==> src/rtl/branch_pkg.sv <==
// Shared types and constants for the EX-stage branch resolver and the IF-stage BTB.
package branch_pkg;

  localparam int unsigned BTB_XLEN    = 32;
  localparam int unsigned SHADOW_W    = 4;
  localparam int unsigned ILEN_STEP_C = 2;
  localparam int unsigned ILEN_STEP_W = 4;

  typedef enum logic [1:0] {
    ST_IDLE     = 2'd0,
    ST_REDIRECT = 2'd1,
    ST_SHADOW   = 2'd2
  } resolver_state_e;

  typedef struct packed {
    logic                valid;
    logic                taken;
    logic [BTB_XLEN-1:0] pc;
    logic [BTB_XLEN-1:0] target;
  } btb_update_t;

endpackage

==> src/rtl/branch_resolver_sat_counter.sv <==
// Saturating up-counter with synchronous clear; holds at all-ones.
module sat_counter #(
  parameter int unsigned WIDTH = 32
) (
  input  logic             i_clk,
  input  logic             i_clr,
  input  logic             i_inc,
  output logic [WIDTH-1:0] o_count
);

  logic [WIDTH-1:0] count_q, count_d;

  always_comb begin
    count_d = count_q;
    if (i_inc && (count_q != '1)) count_d = count_q + WIDTH'(1);
  end

  always_ff @(posedge i_clk) begin
    if (i_clr) count_q <= '0;
    else       count_q <= count_d;
  end

  assign o_count = count_q;

endmodule

==> src/rtl/branch_resolver.sv <==
// EX-stage branch resolution: BTB update, front-end redirect and the wrong-path flush shadow.
module branch_resolver
  import branch_pkg::*;
#(
  parameter int unsigned XLEN         = 32,
  parameter int unsigned FLUSH_CYCLES = 2,
  parameter int unsigned CNT_WIDTH    = 32
) (
  input  logic                 i_clk,
  input  logic                 i_rst,
  input  logic                 i_stall,
  input  logic                 i_valid,
  input  logic [XLEN-1:0]      i_pc,
  input  logic                 i_is_branch,
  input  logic                 i_is_jump,
  input  logic                 i_is_compressed,
  input  logic                 i_actual_taken,
  input  logic [XLEN-1:0]      i_actual_target,
  input  logic                 i_pred_taken,
  input  logic [XLEN-1:0]      i_pred_target,
  output logic                 o_update,
  output logic [XLEN-1:0]      o_update_pc,
  output logic [XLEN-1:0]      o_update_target,
  output logic                 o_update_taken,
  output logic                 o_redirect,
  output logic [XLEN-1:0]      o_redirect_pc,
  output logic                 o_flush,
  output logic [CNT_WIDTH-1:0] o_resolved_count,
  output logic [CNT_WIDTH-1:0] o_mispredict_count
);

  resolver_state_e     state_q, state_d;
  logic [SHADOW_W-1:0] shadow_q, shadow_d;
  btb_update_t         upd_q, upd_d;
  logic                redirect_q, redirect_d;
  logic [XLEN-1:0]     redirect_pc_q, redirect_pc_d;
  logic                flush_q, flush_d;

  logic            accept, ctrl, eff_taken, mispredict;
  logic [XLEN-1:0] seq_pc, correct_pc;

  // Resolution of the instruction currently in EX.
  always_comb begin
    ctrl       = i_is_branch | i_is_jump;
    eff_taken  = i_is_jump | (i_is_branch & i_actual_taken);
    seq_pc     = i_pc + (i_is_compressed ? XLEN'(ILEN_STEP_C) : XLEN'(ILEN_STEP_W));
    correct_pc = eff_taken ? i_actual_target : seq_pc;
    accept     = i_valid && !i_stall && (state_q == ST_IDLE);
    mispredict = ctrl ? ((eff_taken != i_pred_taken) ||
                         (eff_taken && i_pred_taken && (i_actual_target != i_pred_target)))
                      : i_pred_taken;
  end

  // Next-state and registered-output logic.
  always_comb begin
    state_d       = state_q;
    shadow_d      = shadow_q;
    upd_d         = '0;
    redirect_d    = 1'b0;
    redirect_pc_d = '0;
    case (state_q)
      ST_IDLE: begin
        if (accept && mispredict) state_d = ST_REDIRECT;
      end
      ST_REDIRECT: begin
        state_d  = ST_SHADOW;
        shadow_d = SHADOW_W'(FLUSH_CYCLES);
      end
      ST_SHADOW: begin
        if (!i_stall) begin
          if (shadow_q <= SHADOW_W'(1)) begin
            state_d  = ST_IDLE;
            shadow_d = '0;
          end else begin
            shadow_d = shadow_q - SHADOW_W'(1);
          end
        end
      end
      default: state_d = ST_IDLE;
    endcase
    // Non-control hits on a stale BTB entry get a not-taken update so the entry decays.
    if (accept && (ctrl || i_pred_taken)) begin
      upd_d.valid  = 1'b1;
      upd_d.taken  = eff_taken;
      upd_d.pc     = BTB_XLEN'(i_pc);
      upd_d.target = BTB_XLEN'(ctrl ? i_actual_target : seq_pc);
    end
    if (accept && mispredict) begin
      redirect_d    = 1'b1;
      redirect_pc_d = correct_pc;
    end
    flush_d = (state_d != ST_IDLE);
  end

  always_ff @(posedge i_clk) begin
    if (i_rst) begin
      state_q       <= ST_IDLE;
      shadow_q      <= '0;
      upd_q         <= '0;
      redirect_q    <= 1'b0;
      redirect_pc_q <= '0;
      flush_q       <= 1'b0;
    end else begin
      state_q       <= state_d;
      shadow_q      <= shadow_d;
      upd_q         <= upd_d;
      redirect_q    <= redirect_d;
      redirect_pc_q <= redirect_pc_d;
      flush_q       <= flush_d;
    end
  end

  sat_counter #(.WIDTH(CNT_WIDTH)) u_resolved_cnt (
    .i_clk   (i_clk),
    .i_clr   (i_rst),
    .i_inc   (accept && ctrl),
    .o_count (o_resolved_count)
  );

  sat_counter #(.WIDTH(CNT_WIDTH)) u_mispredict_cnt (
    .i_clk   (i_clk),
    .i_clr   (i_rst),
    .i_inc   (accept && mispredict),
    .o_count (o_mispredict_count)
  );

  assign o_update        = upd_q.valid;
  assign o_update_pc     = XLEN'(upd_q.pc);
  assign o_update_target = XLEN'(upd_q.target);
  assign o_update_taken  = upd_q.taken;
  assign o_redirect      = redirect_q;
  assign o_redirect_pc   = redirect_pc_q;
  assign o_flush         = flush_q;

  a_branch_jump_exclusive: assert property (@(posedge i_clk) disable iff (i_rst)
    !(i_valid && i_is_branch && i_is_jump));

endmodule

==> config.mk <==
export PLATFORM = sky130hd
export DESIGN_NAME = branch_resolver
export DESIGN_NICKNAME = d
export VERILOG_FILES = /design/src/rtl/branch_pkg.sv /design/src/rtl/branch_resolver_sat_counter.sv /design/src/rtl/branch_resolver.sv
export SDC_FILE = /design/constraint.sdc
export NUM_CORES = 1
export LEC_CHECK = 0
export ABC_AREA = 1
export CAP_MARGIN = 20
export CORE_MARGIN = 10
export CORE_UTILIZATION = 47
export CTS_CLUSTER_DIAMETER = 30
export DETAILED_ROUTE_END_ITERATION = 8
export GPL_TIMING_DRIVEN = 0
export PLACE_DENSITY_LB_ADDON = 0.15
export SYNTH_ARGS = -nofsm -noshare
export SYNTH_HDL_FRONTEND = slang
export SYNTH_SLANG_ARGS = --single-unit
==> constraint.sdc <==
create_clock -name i_clk -period 2.8 [get_ports i_clk]
set_clock_uncertainty 0.15 [all_clocks]
set_input_delay 0.56 -clock i_clk [delete_from_list [all_inputs] [get_ports i_clk]]
set_output_delay 0.56 -clock i_clk [all_outputs]
set_load 0.05 [all_outputs]
==> out/qor.yml <==
place:
  portBuffers: 267
  globalplace.congestion: 0.942
  dpl.hpwl_mm: 26.4
  dp_slack_ns: -1.15
layout:
  nets: 1661
  seqCellArea_um2: 3400
  areaGrowthSynthToFinish_pct: 41.5
  finish.utilization: 0.678
  nFillCells: 1641
  multiInputGateArea_um2: 4470
  final_common_cell: "nand2_1"
  drive_gt1_frac: 0.0455
  final_cell_mix: "nand2_1 (272), clkdlybuf4s50_1 (267), nor2_1 (198)"
clock_tree:
  clkSinkCount: 170
  clk-insertion-delay-late_ns: 0.44
  cts_max_level: 4
  cts_root_buffer: "clkbuf_16"
  cts_tree: "yes"
  cts_buffers: 17
  clk_pin_slew_ns: 0.07
  clk_path_buf_depth: 2
worst_hold_path:
  min_to: "shadow_q[2]$_SDFFE_PP0P_"
  min_from: "shadow_q[2]$_SDFFE_PP0P_"
  hold_class: "register to register"
  min_path_cells: 2
yosys:
  syn_nets: 1374
  ys_seq_area_frac: 0.394
  syn_area_um2: 8640
  ys_seq_elements: 170
  synth_warnings: 0
  ys_types: 37
  async_reset_ff_frac: 0
  synth-edff-count: 0
  syn_inst: 1261
  synth_ff_type: "dfxtp_1"
  postSynthAreaPerCell_um2: 6.85
pwr:
  static-leakage-power_nw: 4.84
  ir_drop_mv: 0.422
  p_per_area_nw_per_um2: 474
sta:
  hold_violations: 0
  setup_tns_ns: 0
  rsz0062_at_grt: "false"
  layout_setup_ws_ns: 0.104
  slew_viol_final: 0
  max_freq_mhz: 371
  setup_viol: 0
  worst_slew_pin_slew_ns: 0.746
  min_period_ns: 2.70
  max_slew_margin: 0.503
  holdWs_ns: 0.349
  period_share: 0.963
grt:
  grt_remaining_overflow: 0
  grt_usage: 0.261
  grt_max_degree: 17
  grt_pass1_vias: 9246
  antenna_found_initial: 2
  grt_pass1_wl_mm: 50.2
die:
  io-pin-count: 269
  dieArea_um2: 24200
  dieWidth_um: 156
  core_area_um2: 18000
  rows: 49
  start_util: 0.480
  die_h_um: 156
worst_setup_path:
  crit_path_frequent_cell: "nand2_1"
  slowest_stage: "clkdlybuf4s50_1"
  required_ns: 2.96
  critPathKind: "input pin to register"
  crit_family: "simple AND/OR/NAND/NOR gates"
  r2r_cells: 10
  rrSetupSlack_ns: 0.49
  crit_chain: "clkdlybuf4s50_1 -> xnor2_1 -> nand2_1 -> nor2_1 -> nand2_1 -> nor2_1 -> nand2_1 -> nand2_1 -> nand2_1 -> nand2_2 -> buf_2 -> a21oi_1"
  r2r-start: "u_mispredict_cnt.o_count[1]$_SDFFE_PP0P_"
  cp-end-kind: "register"
  worstPathArrival_ns: 2.86
  slowest_delay_ns: 0.58
  cp_max_fo: 10
  path_buf_inv: 2
  critPathLaunchType: "input pin"
  timing.rr.end: "u_mispredict_cnt.o_count[4]$_SDFFE_PP0P_"
drt:
  ant_nets: 0
  drt_pass1_iterations: 6
  drtIter0Drc: 614
  routed_wl_mm: 32.7
  wl_per_cell_um: 18.3
  num_vias: 9362
  drc: 0
  vias_per_cell: 5.22
run_status:
  run_status: "complete, no violations"
flow_run:
  maxCapViolations: 0
-- per-stage QoR --
step	cell area (um2)	power [W]	cells
2_1_floorplan	8640	0.00300	1261
3_3_place_gp	11600	0.00340	1757
3_5_place_dp	11600	0.00341	1757
4_1_cts	12200	0.00581	1790
5_1_grt	12200	0.00599	1791
6_report	12200	0.00580	1792
-- Yosys cell counts (3+ instances only) --
cell        n  area share
or2_2       3      0.0022
clkbuf_1   29       0.013
nor4_1     11      0.0080
dfxtp_1   170        0.39
xnor2_1    34       0.034
nor3_2      3      0.0035
inv_2       4      0.0017
xor2_1     56       0.057
nand3_1    27       0.016
buf_2       8      0.0046
nor3b_1     3      0.0026
ha_1        7       0.010
nand2_1   272        0.12
nor3_1     45       0.026
nor2_2      4      0.0029
o21ai_0    51       0.030
a21oi_1    96       0.056
buf_4       5      0.0043
a211oi_1    9      0.0078
nor2_1    200       0.087
inv_1     149       0.065
nand4_1    54       0.039
-- worst max path at each step --
stage,cells after the start,start,endpoint
after floorplan,9,i_actual_taken,o_flush$_SDFF_PP0_
after global placement,10,i_actual_taken,o_flush$_SDFF_PP0_
after detailed placement,10,i_actual_taken,o_flush$_SDFF_PP0_
after CTS,11,i_is_compressed,o_redirect_pc[26]$_SDFF_PP0_
after global routing,12,i_actual_target[29],o_redirect_pc[21]$_SDFF_PP0_
final,12,i_actual_target[10],o_redirect_pc[10]$_SDFF_PP0_
-- cell type report --
cell class,count,share of cell area
multi-input cells,893,0.366
flip-flops and latches,170,0.278
repair buffers,269,0.220
inverters,153,0.0473
clock buffers,18,0.0351
well taps,229,0.0234
plain buffers,44,0.0169
clock inverters,14,0.0131
diodes,2,0.000409
-- worst min-delay path, cell delays in order, from the launching register on --
cell,delay [ns]
dfxtp_1,0.33
inv_1,0.07
a21oi_1,0.06
-- sequential cells by signal (all words and copies together) (netlist names) --
| signal | cells |
|---|---|
| o_flush | 1 |
| o_redirect | 1 |
| o_redirect_pc | 32 |
| o_update | 1 |
| o_update_pc | 32 |
| o_update_taken | 1 |
| o_update_target | 32 |
| shadow_q | 4 |
| state_q | 2 |
| u_mispredict_cnt.o_count | 32 |
| u_resolved_cnt.o_count | 32 |
-- logic make-up after synthesis --
kind of cell | synth area share
simple gates | 0.311
compound gates | 0.101
flops | 0.394
buf+inv | 0.0902
fa+ha+maj | 0.0124
xor+xnor | 0.0912
-- where the power goes --
group	total (W)	internal, W	switching (W)	leakage, nW
Clock	0.00242	0.00134	0.00108	0.286
Combinational	0.000891	0.000328	0.000562	3.17
Sequential	0.00248	0.00246	0.0000172	1.38
-- layer usage --
layer / global-route usage / share of wire / vias to the layer above
met3: 0.0877 / 0.098 / 60
met4: 0.0949 / 0.028 / 0
met5: 0 / 0 / -
li1: - / - / 4616
met1: 0.293 / 0.38 / 4332
met2: 0.452 / 0.49 / 354
-- what timing repair did --
action | 4_1_cts | 5_1_grt
hold buffers | 0 | 0
gates resized for setup | 3 | 6
setup buffers | 2 | 0
pin swaps | 1 | 0
endpoints found under the setup margin | 65 | 22
No activity file was read; power rests on OpenSTA's default activity.
==> edit (same settings) <==
Change the package constant `BTB_XLEN` from 32 to 16.
--- a/src/rtl/branch_pkg.sv
+++ b/src/rtl/branch_pkg.sv
@@ -1,7 +1,7 @@
 // Shared types and constants for the EX-stage branch resolver and the IF-stage BTB.
 package branch_pkg;
 
-  localparam int unsigned BTB_XLEN    = 32;
+  localparam int unsigned BTB_XLEN    = 16;
   localparam int unsigned SHADOW_W    = 4;
   localparam int unsigned ILEN_STEP_C = 2;
   localparam int unsigned ILEN_STEP_W = 4;
Check against the original RTL: not equivalent (Yosys sat finds a counterexample within 4 cycles, from zero or initial values and one cycle with i_rst high).
==> edit against the original RTL <==
  * Die area down 7.7%
  * Maximum frequency grew 1.0%
  * Critical path type unchanged
  * Setup slack improved by 27 ps
  * Sequential cell count down 32
  * Routed wire length fell by 15%
  * Total power shrank 13%
  * Clock power shrank 9.5%
  * Core utilization up 0.34 points
  * Global-route usage down 2.0 points
  * Combinational power down 2%
  * Final area is 7.9% lower
  * Count of clock-buffer cells in the layout increased by 3
  * Synthesized area shrank 8.8%
==> edit: results <==
finish:
  fill_cells: 1442
  final_layout_size_suffix_gt1_frac: 0.0766
  syn2layout_area_growth_pct: 42.9
logic_synthesis:
  yosys-top-cells-area: "dfxtp_1, nand2_1, nor2_1"
  yosysUniqueCellTypes: 45
  synth_compound_area_frac: 0.103
  synthCells: 1150
  synth-xor-area-share: 0.0911
  synth_common_cells: "nand2_1, dfxtp_1, nor2_1"
power_and_ir_drop:
  peakVddDrop_mv: 0.428
  clkPwrFrac: 0.431
  power.leakage_nw: 4.58
  p_total_w: 0.00507
outcome:
  status: "complete, no violations"
place:
  place_hpwl_microns: 22500
  portBuffers: 236
  gp_congestion: 0.935
  place_ws_ps: -1220
clock_network:
  clk_latency_ps: 420
route:
  vias_per_cell: 5.07
  wl_met3_microns: 2480
  first_iter_violations: 518
  highest_layer: "met5"
  wire_per_inst_microns: 16.6
critical_path:
  reg2regPathDepth: 9
  endpoint: "o_flush"
  crit_family: "buffers and inverters"
  crit_path_start: "i_is_branch"
  cpPeakStageDelay_ps: 480
  r2r_start: "u_mispredict_cnt.o_count[0]"
  rr_endpoint: "u_mispredict_cnt.o_count[16]"
  reg2reg_slack_ps: 410
  crit_arrival_ps: 2800
grt:
  grt.total_usage: 0.241
  met2_usage: 0.423
  use_met1: 0.264
  grt_pass1_vias: 8221
  met3_usage: 0.0818
  grt_pass1_wl_microns: 43000
timing:
  whs_ps: 338
  period_share: 0.953
[edit: cells by family (layout without fill, tap and decap cells)]
logic type	after synthesis	in the layout
compound gates	150	150
xor+xnor	82	82
fa+ha+maj	8	8
buf+inv	205	474
flops	138	138
other cells	1	33
simple gates	566	566
[edit: repair_timing]
item	4_1_cts	5_1_grt
gates resized for setup	9	6
setup endpoints to repair	66	26
buffers inserted	1	0
pin swaps	1	0
[edit: layout make-up]
type / instances / area, sq um / share of cell area
Tap cell: 220 / 275 / 0.0244
Clock inverter: 11 / 115 / 0.0102
Sequential cell: 138 / 2760 / 0.245
Multi-Input combinational cell: 838 / 4340 / 0.386
Buffer: 70 / 429 / 0.0381
Timing Repair Buffer: 237 / 2370 / 0.210
Antenna cell: 1 / 2.50 / 0.000222
Clock buffer: 21 / 460 / 0.0409
Inverter: 135 / 508 / 0.0451
